## src/rtl/fifo_uart_tx.sv

```systemverilog
// UART-style transmitter that drains a synchronous FIFO one word per frame.
// Frame: start bit, WIDTH data bits LSB-first, optional even parity, stop bit.
module fifo_uart_tx #(
    parameter int unsigned WIDTH        = 16,
    parameter int unsigned CLKS_PER_BIT = 16,
    parameter bit          PARITY_EN    = 1'b0
) (
    input  logic             clk_core,
    input  logic             rst_core,
    input  logic             tx_enable,
    input  logic             fifo_empty,
    input  logic [WIDTH-1:0] fifo_data,
    output logic             fifo_read,
    output logic             tx,
    output logic             busy,
    output logic             frame_done,
    output logic [15:0]      words_sent
);

    localparam int unsigned BaudW = $clog2(CLKS_PER_BIT);
    localparam int unsigned IdxW  = $clog2(WIDTH) + 1;

    localparam logic [BaudW-1:0] BaudLast   = BaudW'(CLKS_PER_BIT - 1);
    localparam logic [BaudW-1:0] BaudPenult = BaudW'(CLKS_PER_BIT - 2);
    localparam logic [IdxW-1:0]  IdxLast    = IdxW'(WIDTH - 1);

    typedef enum logic [2:0] {
        StIdle,
        StFetch,
        StLoad,
        StStart,
        StData,
        StParity,
        StStop
    } state_e;

    state_e             state_q;
    logic [BaudW-1:0]   baud_q;
    logic [IdxW-1:0]    bit_idx_q;
    logic [WIDTH-1:0]   shift_q;
    logic               parity_q;
    logic               tx_q;
    logic               busy_q;
    logic               frame_done_q;
    logic [15:0]        words_q;
    logic               baud_end;

    assign baud_end   = (baud_q == BaudLast);
    assign fifo_read  = (state_q == StFetch);
    assign tx         = tx_q;
    assign busy       = busy_q;
    assign frame_done = frame_done_q;
    assign words_sent = words_q;

    // Line outputs are registered on the transition into each state, so they
    // change on the same edge as the state register.
    always_ff @(posedge clk_core or posedge rst_core) begin
        if (rst_core) begin
            state_q      <= StIdle;
            baud_q       <= '0;
            bit_idx_q    <= '0;
            shift_q      <= '0;
            parity_q     <= 1'b0;
            tx_q         <= 1'b1;
            busy_q       <= 1'b0;
            frame_done_q <= 1'b0;
            words_q      <= '0;
        end else begin
            frame_done_q <= 1'b0;
            case (state_q)
                StIdle: begin
                    if (tx_enable && !fifo_empty) begin
                        state_q <= StFetch;
                        busy_q  <= 1'b1;
                    end
                end
                StFetch: begin
                    state_q <= StLoad;
                end
                StLoad: begin
                    shift_q   <= fifo_data;
                    baud_q    <= '0;
                    bit_idx_q <= '0;
                    parity_q  <= 1'b0;
                    tx_q      <= 1'b0;
                    state_q   <= StStart;
                end
                StStart: begin
                    if (baud_end) begin
                        baud_q  <= '0;
                        tx_q    <= shift_q[0];
                        state_q <= StData;
                    end else begin
                        baud_q <= baud_q + BaudW'(1);
                    end
                end
                StData: begin
                    if (baud_end) begin
                        baud_q    <= '0;
                        parity_q  <= parity_q ^ shift_q[0];
                        shift_q   <= {1'b0, shift_q[WIDTH-1:1]};
                        bit_idx_q <= bit_idx_q + IdxW'(1);
                        if (bit_idx_q == IdxLast) begin
                            if (PARITY_EN) begin
                                tx_q    <= parity_q ^ shift_q[0];
                                state_q <= StParity;
                            end else begin
                                tx_q    <= 1'b1;
                                state_q <= StStop;
                            end
                        end else begin
                            // Next data bit is already sitting one place up.
                            tx_q <= shift_q[1];
                        end
                    end else begin
                        baud_q <= baud_q + BaudW'(1);
                    end
                end
                StParity: begin
                    if (baud_end) begin
                        baud_q  <= '0;
                        tx_q    <= 1'b1;
                        state_q <= StStop;
                    end else begin
                        baud_q <= baud_q + BaudW'(1);
                    end
                end
                StStop: begin
                    if (baud_end) begin
                        baud_q  <= '0;
                        busy_q  <= 1'b0;
                        words_q <= words_q + 16'd1;
                        state_q <= StIdle;
                    end else begin
                        baud_q <= baud_q + BaudW'(1);
                        // Raise the pulse so it lands on the final stop cycle.
                        if (baud_q == BaudPenult) begin
                            frame_done_q <= 1'b1;
                        end
                    end
                end
                default: begin
                    state_q <= StIdle;
                end
            endcase
        end
    end

endmodule

```

## config.mk

```make
export PLATFORM = sky130hd
export DESIGN_NAME = fifo_uart_tx
export DESIGN_NICKNAME = d
export VERILOG_FILES = /design/src/rtl/fifo_uart_tx.sv
export SDC_FILE = /design/constraint.sdc
export NUM_CORES = 1
export LEC_CHECK = 0
export ABC_CLOCK_PERIOD_IN_PS = 5100
export CAP_MARGIN = 20
export CORE_MARGIN = 2
export CORE_UTILIZATION = 57
export DETAILED_ROUTE_END_ITERATION = 8
export GPL_ROUTABILITY_DRIVEN = 0
export PLACE_DENSITY = 0.84
export SYNTH_ARGS = -nofsm -noshare
export SYNTH_HDL_FRONTEND = slang
export SYNTH_SLANG_ARGS = --single-unit
```

## constraint.sdc

```tcl
create_clock -name clk_core -period 5.1 [get_ports clk_core]
set_clock_uncertainty 0.2 [all_clocks]
set_input_delay 1.02 -clock clk_core [delete_from_list [all_inputs] [get_ports clk_core]]
set_output_delay 1.02 -clock clk_core [all_outputs]
set_load 0.1 [all_outputs]
```

==> results.md <==
* Number of DRC markers in iteration 0 at 80
* Syn nets at 267
* Drt drc at 0
* Core Util, Final at 68.5%
* Total GRT Usage at 20.1%
* Core box area at 0.00429 mm²
* Async SR Flop Fraction at 100%
* Final setup vio count at 0
* R2R Setup Slk at 2.61 ns
* Mean Syn Cell Area at 10.3 µm²
* Status: complete, no violations
* Initial Utilization at 58.2%
* Vias in the first global route at 1,799
* Top-count cell post-synth: dfrtp_1
* Clock Sinks at 47
* Leading area contributor after synthesis: dfrtp_1
* Grt ovf at 0
* Endpoints failing hold at 0
* First-pass GRT wire length at 8160 µm
* Pwr per Cell Area at 221 mW/mm²
* Max cap viols at 0
* Wire length per cell at 14.3 µm
* Int Pwr at 507 µW
* Via count at 1,832
* Clk_lat worst skew at 0.29 ns
* CP Max Fanout at 22
* CTS Buffer Depth at 2
* Register share of total power at 58.8%
* Die H at 70.2 µm
* EDFF count, synth at 0
* Die area at 0.00493 mm²
* RSZ-0062 raised after global routing: false
* # nets final at 300
* Comb pwr share at 5.2%
* Leak at 0.00138 µW
* Top cells by count, synth: dfrtp_1 (46), nand2_1 (32), mux2i_1 (15), o21ai_1 (15), o21ai_0 (12)
* First-pass iteration count of the detailed router at 4
* CP Launch Type: register
* Number of CTS-inserted buffers at 5
* Syn. warnings at 0
* Final Cycle Share at 74.5%
* Final WL at 4680 µm
* CTS tree: done
* Min-Delay Path Class: register to register
* Yosys cell types at 50
* Share of the synthesized area in the top cell type at 46.0%
* Rows at 24
* Horiz. Die Dim at 70.2 µm
* Critical path required time at 3.88 ns
* Worst slew pin tran at 0.994 ns
* Postcts setup bufs at 0
* Detailed Place HPWL at 3290 µm
* Crit-path cells: inv_1, nor3_1, clkdlybuf4s50_1
* Antenna diode count at 0
* Antenna violations before repair at 0
* Clock Power Share at 36.0%
* Synthesized instance count at 242
* Final critical-path required period at 3.80 ns
* Number of synthesized register bits at 47
* Post-synthesis sequential area ratio at 47.1%
* Layout cells sized above 1 at 7.97%
* Slowest CP cell: clkdlybuf4s50_1
* CP endpoint kind: primary output
* Pin count of the biggest net entering global routing at 48
* FMAX at 0.263 GHz
* Psw at 143 µW
* Main flop type after synthesis: dfrtp_1
* Via/cell ratio at 5.59
* I/O Buffers at 39
* Setup ws final at 1.30 ns
* Fillcell total at 342
* I/O pin cnt at 40
* Min-Delay Path Depth at 2
* Cts hold-fix bufs at 0
* Post-Syn Area at 0.00250 mm²
* Peak VDD IR at 0.000145 V
* Area growth syn-to-layout at 17.7%
* Antenna violation net count after detailed routing at 0
* Net Sw Frac at 21.9%
* H-tree Lvls at 2
* Dpl ws at 1.62 ns
* Clock Pin Slew Worst Setup and Hold Paths at 0.09 ns
* Largest cells by area after synthesis: dfrtp_1 (46%), mux2i_1 (6.0%), nand2_1 (4.8%)
* Setup_tns at 0 ns
* Setup Crit Path Kind: register to primary output
* Slew headroom at 33.5%
* Slew Viols, Final at 0
* Reg2Reg Depth at 4
* Slowest stage delay, CP at 1.17 ns
* Worst EP arrival at 2.58 ns
* Clock Tree Root: clkbuf_8
* # resized after CTS at 0
## power groups by stage
stage	clock (µW)	combinational, µW	sequential [µW]
finish	234	33.7	382
global route	252	37.3	383
CTS	242	34.6	382
detailed placement	0	34.4	389
global placement	0	34.1	389
floorplan	0	12.2	392
## registers in the layout, indices dropped and copies added (netlist names)
| register | flops |
|---|---|
| words_sent | 16 |
| baud_q | 4 |
| shift_q | 16 |
| frame_done | 1 |
| busy | 1 |
| bit_idx_q | 5 |
| state_q | 3 |
| tx | 1 |
## cells in the final DEF, fill, tap and decap left out, types with 4 or more instances in the layout
master / Yosys / final
o21ai_0: 12 / 12
nand2_1: 32 / 32
nor3_1: 7 / 7
a211oi_1: 5 / 5
clkdlybuf4s50_1: 0 / 39
inv_1: 10 / 9
o21ai_1: 15 / 15
dfrtp_1: 46 / 46
ha_1: 5 / 5
xnor2_1: 11 / 11
nand4_1: 4 / 4
mux2i_1: 15 / 15
xor2_1: 5 / 5
nor2_1: 5 / 5
clkbuf_8: 3 / 6
a21oi_1: 10 / 10
nand3_1: 7 / 7
## layer usage
metal	GRT usage, %	part of all wire [%]	up-vias
li1	-	-	931
met4	4.27	0.41	0
met1	27.8	48	862
met2	34.1	48	37
met3	2.74	3.2	2
met5	0	0	-
## final cells by class
cell class                      instances  area, µm²  area share (%)
Sequential cell                        47       1180            40.0
Multi-Input combinational cell        171       1170            39.6
Timing Repair Buffer                   40        398            13.5
Clock buffer                            6       82.6            2.81
Tap cell                               52       65.1            2.21
Inverter                               10       37.5            1.28
Clock inverter                          2       16.3           0.553
## path summary, 6_finish.rpt
check,startpoint,end
worst max-delay path,state_q[0],fifo_read
worst min-delay path,shift_q[6],shift_q[6]
worst max register to register,state_q[2],shift_q[3]
worst min register to register,shift_q[6],shift_q[6]
max in group asynchronous,rst_core,tx
min in group asynchronous,rst_core,words_sent[7]
## cells by family after synthesis
group,count (synthesis),share of synthesized area [%]
buf+inv,24,6.26
compound gates,59,14.9
xor+xnor,16,5.61
simple gates,74,16.7
flops,47,47.1
fa+ha+maj,5,2.50
mux,17,6.91
## through the flow
step / hold slack, ns / instance area [µm²] / instances / power [µW]
floorplan: 0.242 / 2500 / 242 / 404
global placement: 0.262 / 2840 / 320 / 423
detailed placement: 0.269 / 2840 / 320 / 424
CTS: 0.296 / 2940 / 328 / 659
global route: 0.304 / 2940 / 328 / 673
finish: 0.290 / 2940 / 328 / 650
## critical path: cells and delay by family, from the launching register on
family                 cells  cell delay [ns]
DFF                        1             0.73
and+or+nand+nor            1             0.17
buffers and inverters      2             1.39
(Power assumes the default switching activity.)
